===== config.mk =====
export PLATFORM = sky130hd
export DESIGN_NAME = interrupt_ctrl_block_flat
export DESIGN_NICKNAME = d
export VERILOG_FILES = /design/src/rtl/interrupt_ctrl_block_pkg.sv /design/src/rtl/interrupt_ctrl_block_if.sv /design/src/rtl/interrupt_ctrl_block_irq_sync_edge.sv /design/src/rtl/interrupt_ctrl_block.sv /design/src/flat_wrapper.sv
export SDC_FILE = /design/constraint.sdc
export NUM_CORES = 1
export LEC_CHECK = 0
export CAP_MARGIN = 10
export CORE_UTILIZATION = 41
export CTS_CLUSTER_DIAMETER = 100
export DETAILED_ROUTE_END_ITERATION = 10
export PLACE_DENSITY = 0.68
export SYNTH_ARGS = -nofsm -noshare
export SYNTH_HDL_FRONTEND = slang
export SYNTH_SLANG_ARGS = --single-unit

===== constraint.sdc =====
create_clock -name clk -period 1.8 [get_ports clk]
set_clock_uncertainty 0.15 [all_clocks]
set_input_delay 0.18 -clock clk [delete_from_list [all_inputs] [get_ports clk]]
set_output_delay 0.18 -clock clk [all_outputs]
set_load 0.05 [all_outputs]

===== src/rtl/interrupt_ctrl_block_pkg.sv =====
// ---------------------------------------------------------------------------
// intc_pkg
// Shared definitions for the interrupt controller in front of the MIPS core:
//   - FSM state encoding (IDLE / ASSERT / SERVICE)
//   - default values for N_IRQ, SYNC_STAGES and ID_W
//   - prio_search(): circular priority search over a request vector,
//     returning the winning index and a found flag
// ---------------------------------------------------------------------------
package intc_pkg;

    localparam int unsigned N_IRQ_DEF       = 8;
    localparam int unsigned SYNC_STAGES_DEF = 2;
    localparam int unsigned ID_W_DEF        = 4;

    // The search function works on the largest legal source count and is
    // zero-padded for smaller configurations.
    localparam int unsigned MAX_IRQ   = 16;
    localparam int unsigned MAX_IDX_W = 4;
    localparam int unsigned POS_W     = MAX_IDX_W + 1;

    typedef enum logic [1:0] {
        IDLE    = 2'b00,
        ASSERT  = 2'b01,
        SERVICE = 2'b10
    } intc_state_e;

    typedef struct packed {
        logic                 found;
        logic [MAX_IDX_W-1:0] idx;
    } prio_result_t;

    // Scan vec starting at 'start', wrapping at n, and return the first set
    // bit. With start = 0 this is plain lowest-index-wins priority.
    function automatic prio_result_t prio_search(
        input logic [MAX_IRQ-1:0]   vec,
        input logic [MAX_IDX_W-1:0] start,
        input int unsigned          n
    );
        prio_result_t res;
        logic [POS_W-1:0] pos;
        res.found = 1'b0;
        res.idx   = {MAX_IDX_W{1'b0}};
        for (int unsigned k = 0; k < MAX_IRQ; k++) begin
            // start < n and k < n, so one subtraction is enough to wrap
            pos = {1'b0, start} + POS_W'(k);
            if (pos >= POS_W'(n)) begin
                pos = pos - POS_W'(n);
            end else begin
                pos = pos;
            end
            if (!res.found && (k < n) && vec[pos[MAX_IDX_W-1:0]]) begin
                res.found = 1'b1;
                res.idx   = pos[MAX_IDX_W-1:0];
            end else begin
                res = res;
            end
        end
        return res;
    endfunction

endpackage


===== src/rtl/interrupt_ctrl_block_if.sv =====
// ---------------------------------------------------------------------------
// interrupt_ctrl_block_if
// Bundles the request, mask, handshake and status signals of the interrupt
// controller.
//   master : the requester / core side (drives irq_src, mask_*, irq_done)
//   slave  : the controller (drives interrupt, irq_id, pending, busy)
// ---------------------------------------------------------------------------
interface interrupt_ctrl_block_if #(
    parameter int unsigned N_IRQ = 8,
    parameter int unsigned ID_W  = 4
);
    logic [N_IRQ-1:0] irq_src;
    logic             mask_we;
    logic [N_IRQ-1:0] mask_wdata;
    logic             irq_done;
    logic             interrupt;
    logic [ID_W-1:0]  irq_id;
    logic [N_IRQ-1:0] pending;
    logic             busy;

    modport master (
        output irq_src, mask_we, mask_wdata, irq_done,
        input  interrupt, irq_id, pending, busy
    );

    modport slave (
        input  irq_src, mask_we, mask_wdata, irq_done,
        output interrupt, irq_id, pending, busy
    );
endinterface


===== src/rtl/interrupt_ctrl_block_irq_sync_edge.sv =====
// ---------------------------------------------------------------------------
// irq_sync_edge
// Synchronises one asynchronous request line through SYNC_STAGES flops and
// flags its rising edge (sync_now & ~sync_prev) for one cycle.
// Ports:
//   clk, reset : system clock, async active-high reset
//   irq_in     : raw asynchronous request
//   edge_out   : one-cycle pulse on a synchronised rising edge
// ---------------------------------------------------------------------------
module irq_sync_edge #(
    parameter int unsigned SYNC_STAGES = 2
) (
    input  logic clk,
    input  logic reset,
    input  logic irq_in,
    output logic edge_out
);
    logic [SYNC_STAGES-1:0] sync_r;
    logic                   prev_r;

    // Synchroniser chain plus the delayed copy used for edge detection
    always_ff @(posedge clk or posedge reset) begin
        if (reset) begin
            sync_r <= {SYNC_STAGES{1'b0}};
            prev_r <= 1'b0;
        end else begin
            sync_r <= {sync_r[SYNC_STAGES-2:0], irq_in};
            prev_r <= sync_r[SYNC_STAGES-1];
        end
    end

    assign edge_out = sync_r[SYNC_STAGES-1] & ~prev_r;

endmodule


===== src/rtl/interrupt_ctrl_block.sv =====
// ---------------------------------------------------------------------------
// interrupt_ctrl_block
// Prioritised interrupt controller feeding the MIPS core's interrupt input.
// Rising edges of the synchronised sources are latched into a pending
// register; eligible = pending & mask. When idle the winner is latched into
// irq_id, its pending bit is cleared and a one-cycle interrupt pulse is
// issued; no further pulse is issued until irq_done arrives in SERVICE.
// Ports:
//   clk, reset : system clock, async active-high reset
//   bus        : interrupt_ctrl_block_if.slave (irq_src, mask_we, mask_wdata,
//                irq_done in; interrupt, irq_id, pending, busy out)
// Build option:
//   INTC_PRIO_ROTATE_EN defined   -> round-robin priority via last_served
//   INTC_PRIO_ROTATE_EN undefined -> fixed priority, lowest index wins
// ---------------------------------------------------------------------------
module interrupt_ctrl_block
    import intc_pkg::*;
#(
    parameter int unsigned N_IRQ       = N_IRQ_DEF,
    parameter int unsigned SYNC_STAGES = SYNC_STAGES_DEF,
    parameter int unsigned ID_W        = ID_W_DEF
) (
    input  logic                   clk,
    input  logic                   reset,
    interrupt_ctrl_block_if.slave  bus
);
    logic [N_IRQ-1:0]     edge_s;
    logic [N_IRQ-1:0]     mask_r;
    logic [N_IRQ-1:0]     pending_r;
    logic [N_IRQ-1:0]     eligible_s;
    logic [N_IRQ-1:0]     clr_s;
    logic [MAX_IDX_W-1:0] start_s;
    prio_result_t         sel_s;
    logic                 accept_s;
    intc_state_e          state_r;
    logic                 interrupt_r;
    logic                 busy_r;
    logic [ID_W-1:0]      irq_id_r;

    for (genvar i = 0; i < N_IRQ; i++) begin : g_sync
        irq_sync_edge #(
            .SYNC_STAGES (SYNC_STAGES)
        ) u_sync (
            .clk      (clk),
            .reset    (reset),
            .irq_in   (bus.irq_src[i]),
            .edge_out (edge_s[i])
        );
    end

    assign eligible_s = pending_r & mask_r;

`ifdef INTC_PRIO_ROTATE_EN
    logic [MAX_IDX_W-1:0] last_served_r;

    // Search begins just after the last served source, wrapping at N_IRQ
    always_comb begin
        start_s = {MAX_IDX_W{1'b0}};
        if (last_served_r == MAX_IDX_W'(N_IRQ - 1)) begin
            start_s = {MAX_IDX_W{1'b0}};
        end else begin
            start_s = last_served_r + {{(MAX_IDX_W-1){1'b0}}, 1'b1};
        end
    end

    // Remember the source accepted on each IDLE->ASSERT transition
    always_ff @(posedge clk or posedge reset) begin
        if (reset) begin
            last_served_r <= MAX_IDX_W'(N_IRQ - 1);
        end else if (accept_s) begin
            last_served_r <= sel_s.idx;
        end else begin
            last_served_r <= last_served_r;
        end
    end
`else
    assign start_s = {MAX_IDX_W{1'b0}};
`endif

    assign sel_s    = prio_search(MAX_IRQ'(eligible_s), start_s, N_IRQ);
    assign accept_s = (state_r == IDLE) && sel_s.found;

    // One-hot clear mask for the source being accepted this cycle
    always_comb begin
        clr_s = {N_IRQ{1'b0}};
        for (int unsigned i = 0; i < N_IRQ; i++) begin
            if (accept_s && (sel_s.idx == MAX_IDX_W'(i))) begin
                clr_s[i] = 1'b1;
            end else begin
                clr_s[i] = 1'b0;
            end
        end
    end

    // Pending register: a new edge wins over a same-cycle clear
    always_ff @(posedge clk or posedge reset) begin
        if (reset) begin
            pending_r <= {N_IRQ{1'b0}};
        end else begin
            pending_r <= (pending_r & ~clr_s) | edge_s;
        end
    end

    // Software mask; a write is visible to selection the following cycle
    always_ff @(posedge clk or posedge reset) begin
        if (reset) begin
            mask_r <= {N_IRQ{1'b1}};
        end else if (bus.mask_we) begin
            mask_r <= bus.mask_wdata;
        end else begin
            mask_r <= mask_r;
        end
    end

    // Service FSM with registered interrupt pulse, busy flag and irq_id
    always_ff @(posedge clk or posedge reset) begin
        if (reset) begin
            state_r     <= IDLE;
            interrupt_r <= 1'b0;
            busy_r      <= 1'b0;
            irq_id_r    <= {ID_W{1'b0}};
        end else begin
            case (state_r)
                IDLE: begin
                    if (accept_s) begin
                        state_r     <= ASSERT;
                        interrupt_r <= 1'b1;
                        busy_r      <= 1'b1;
                        irq_id_r    <= ID_W'(sel_s.idx);
                    end else begin
                        state_r     <= IDLE;
                        interrupt_r <= 1'b0;
                        busy_r      <= 1'b0;
                    end
                end
                ASSERT: begin
                    // irq_done here is deliberately dropped, not queued
                    state_r     <= SERVICE;
                    interrupt_r <= 1'b0;
                    busy_r      <= 1'b1;
                end
                SERVICE: begin
                    interrupt_r <= 1'b0;
                    if (bus.irq_done) begin
                        state_r <= IDLE;
                        busy_r  <= 1'b0;
                    end else begin
                        state_r <= SERVICE;
                        busy_r  <= 1'b1;
                    end
                end
                default: begin
                    state_r     <= IDLE;
                    interrupt_r <= 1'b0;
                    busy_r      <= 1'b0;
                end
            endcase
        end
    end

    assign bus.interrupt = interrupt_r;
    assign bus.busy      = busy_r;
    assign bus.irq_id    = irq_id_r;
    assign bus.pending   = pending_r;

endmodule


===== src/flat_wrapper.sv =====
// flat-port wrapper written by rule: the top's interface ports become plain ports
module interrupt_ctrl_block_flat import intc_pkg::*;
#(
    parameter int unsigned N_IRQ       = N_IRQ_DEF,
    parameter int unsigned SYNC_STAGES = SYNC_STAGES_DEF,
    parameter int unsigned ID_W        = ID_W_DEF
)
  (clk, reset, bus_irq_src, bus_mask_we, bus_mask_wdata, bus_irq_done, bus_interrupt, bus_irq_id, bus_pending, bus_busy);
  interrupt_ctrl_block_if #(.N_IRQ(N_IRQ), .ID_W(ID_W)) bus_i ();
  input  logic clk;
  input  logic reset;
  input wire logic [$bits(bus_i.irq_src)-1:0] bus_irq_src;
  input wire logic [$bits(bus_i.mask_we)-1:0] bus_mask_we;
  input wire logic [$bits(bus_i.mask_wdata)-1:0] bus_mask_wdata;
  input wire logic [$bits(bus_i.irq_done)-1:0] bus_irq_done;
  output wire logic [$bits(bus_i.interrupt)-1:0] bus_interrupt;
  output wire logic [$bits(bus_i.irq_id)-1:0] bus_irq_id;
  output wire logic [$bits(bus_i.pending)-1:0] bus_pending;
  output wire logic [$bits(bus_i.busy)-1:0] bus_busy;
  assign bus_i.irq_src = bus_irq_src;
  assign bus_i.mask_we = bus_mask_we;
  assign bus_i.mask_wdata = bus_mask_wdata;
  assign bus_i.irq_done = bus_irq_done;
  assign bus_interrupt = bus_i.interrupt;
  assign bus_irq_id = bus_i.irq_id;
  assign bus_pending = bus_i.pending;
  assign bus_busy = bus_i.busy;
  interrupt_ctrl_block #(.N_IRQ(N_IRQ), .SYNC_STAGES(SYNC_STAGES), .ID_W(ID_W)) u_core (.clk(clk), .reset(reset), .bus(bus_i));
endmodule

==> results by group <==
Outcome
  • Status: completed

Hold path
  • Worst min-delay path category: in2async

Setup path
  • Worst Path Max Fanout: 5
  • Critical path type: reg2reg
  • Critical Path Max Stage Delay: about 0.56 ns
  • Critical-path top delay cell: dfstp_2
  • Critical path endpoint category: flip-flop
  • CP bufs+invs: 0
  • Worst EP required: ~1.8 ns
  • Crit path max-delay family: compound AO/OA/AOI/OAI gates
  • CP arrival: approximately 1.8 ns
  • CP startpoint kind: flip-flop
  • Worst path cell trace: nand2_1, a32oi_2, o2bb2ai_2, o21bai_1, mux2_4

Floorplan
  • Core area: 4000 µm²
  • Starting Density: a little over two fifths
  • Die area: around 4500 µm²
  • I/O pin cnt: 34
  • Die Height: between 60 and 70 µm
  • Row count: 23
  • Die width: roughly 67 µm

Job
  • Max-cap violation count: 0

Timing
  • WHS: about 0.065 ns
  • # setup viols final: 0
  • RSZ-0062 raised after global routing: yes
  • Final hold vios: 0
  • Setup TNS: 0 ns
  • Tcrit/Tclk final: between 90 and 100%
  • Crit path time final: between 1.5 and 2 ns
  • Final setup margin: between 0.03 and 0.04 ns
  • Slew Viols, Final: 0
  • Peak Freq: between 500 and 600 MHz

Synth
  • Mapped cell area: 1720 µm²
  • Top cell type's share of synthesized area: between 50% and 60%
  • Post-synthesis cell type count: 39
  • Leading area contributor after synthesis: dfrtp_1
  • Post-Syn Nets: around 140
  • Sequential fraction of the synthesis area: between 60% and 70%
  • Post-Syn Instances: between 100 and 150
  • Number of synthesized flops with an enable pin: 0
  • Avg Synthesized Cell Area: about 15 µm²
  • FF+latch count, synth: 47
  • Synth top area cells: dfrtp_1, dfstp_2, mux2_2, inv_1, mux2_4
  • Async SR Flop Fraction: between 90% and 100%
  • Ys Warns: 0
  • Ys flop type: dfrtp_1

Placement
  • DP HPWL: ~2200 µm
  • Port bufs: 32
  • Pre-CTS setup slack: approximately 0.011 ns
  • DP Area: about 2100 µm²
  • GPL Wtd Cong: 0.8234

Clocking
  • CTS Sinks: between 40 and 50
  • CTS root buffer: clkbuf_8
  • Longest Clk Path Bufs: 2
  • TritonCTS buffer count: 5
  • H-tree levels: 2
  • # hold bufs at CTS: 0
  • CTS tree: done
  • Clock Latency Late Sink: around 0.30 ns
  • Clock transition at the registers of the reported paths: ~0.09 ns

Drt
  • Via-per-instance ratio: around 5
  • Post-route ant nets: 0
  • Detailed-router iteration count before antenna repair: 5
  • Wirelength per Cell: 15.05 µm
  • Vias: around 1100
  • DRC Markers: 0
  • Starting DRC count in detailed routing: between 40 and 50
  • Final wirelength: roughly 3200 µm

Final layout
  • Nets: roughly 180
  • Inserted Diodes: 0
  • Post-route cell area: between 2000 and 2500 µm²
  • Area growth from synthesis to layout: 31.64%
  • Most common cell after layout, fill and taps aside: dfrtp_1
  • Layout cells sized above 1: 36.25%
  • Most frequent cells in the layout: dfrtp_1, clkdlybuf4s50_1, buf_4

Pwr
  • Tot Pwr: 3.592 mW
  • Max VDD drop: 703.3 µV
  • Leakage power: approximately 0.99 nW
  • Pwr/cell area: around 1600 nW/µm²

GRT
  • First-pass GRT wire length: around 5000 µm
  • Vias in the first global route: 1043
  • Largest net degree at the start of global routing: between 40 and 50
  • Grt total ovfl: 0
  • Antenna violations before repair: 0
  • GR Util All Layers: approximately 16%
-- report_power, final --
part / internal [mW] / switching (mW)
registers: 1.26 / 0.153
logic: 0.486 / 0.793
clock network: 0.553 / 0.350
total: 2.30 / 1.30
-- flip-flops by register name (all words and copies together) (netlist names) --
register                     flops
u_core.bus.busy                  1
u_core.bus.interrupt             1
u_core.bus.irq_id                3
u_core.bus.pending               8
u_core.g_sync.u_sync.prev_r      8
u_core.g_sync.u_sync.sync_r     16
u_core.mask_r                    8
u_core.state_r                   2
-- final timing paths --
path / slack (ns) / start / cells past startpoint / to
worst max-delay path: 0.04 / u_core.mask_r[2] / 5 / u_core.bus.irq_id[0]
worst min-delay path: 0.07 / reset / 3 / u_core.g_sync[5].u_sync.sync_r[0]
worst max register to register: 0.04 / u_core.mask_r[2] / 5 / u_core.bus.irq_id[0]
worst min register to register: 0.20 / u_core.g_sync[6].u_sync.sync_r[0] / 0 / u_core.g_sync[6].u_sync.sync_r[1]
max in group asynchronous: 1.17 / reset / 3 / u_core.mask_r[2]
min in group clk: 0.16 / bus_irq_src[4] / 1 / u_core.g_sync[4].u_sync.sync_r[0]
-- kinds of logic (layout without fill, tap and decap cells) --
kind of cell           count (synthesis)  in the layout  synth area share, %
other                                  1              1               0.2180
and+or+nand+nor                       19             19                6.183
AOI/OAI and AO/OA                     26             26                13.82
buffers and inverters                 14             56                3.272
DFF                                   47             47                68.95
muxes                                 11             11                7.564
-- metrics by stage --
step           std cells  util (%)
3_5_place_dp         200     52.27
4_1_cts              208     55.68
3_3_place_gp         200     52.27
6_report             210     56.62
5_1_grt              210     56.62
2_1_floorplan        118         -
-- synth_stat cells, drive strengths merged, types with 2 or more instances --
master / number
dfrtp: 39
inv: 12
mux2: 10
dfstp: 8
nand2: 7
o21ai: 5
nor2: 4
o31ai: 4
a22o: 3
a21oi: 2
a41oi: 2
-- per-layer routing --
metal	track usage, %	part of all wire (%)	vias to the layer above
met3	3.767	4.4	10
met1	17.77	39	535
met4	10.90	3.4	0
met2	26.77	53	31
li1	-	-	487
met5	0	0	-
-- worst register-to-register path, stage by stage (launching register included) --
cell and delay, ns:
dfstp_2 0.56, nand2_1 0.07, a32oi_2 0.26, o2bb2ai_2 0.15
o21bai_1 0.20, mux2_4 0.26
-- what timing repair did --
| item | CTS | global route |
|---|---|---|
| hold endpoints to repair | 0 | 0 |
| resized for setup | 0 | 5 |
| setup endpoints to repair | 0 | 8 |
| buffers inserted | 0 | 2 |
-- final cells by class --
| class | instances | area (µm²) |
|---|---|---|
| inverter | 12 | 45.04 |
| fill | 324 | 1735 |
| clock buffer | 5 | 68.82 |
| tap | 50 | 62.56 |
| timing repair buffer | 36 | 330.3 |
| multi-input combinational | 57 | 500.5 |
| sequential | 47 | 1190 |
| clock inverter | 3 | 67.56 |
(Power assumes the default switching activity.)
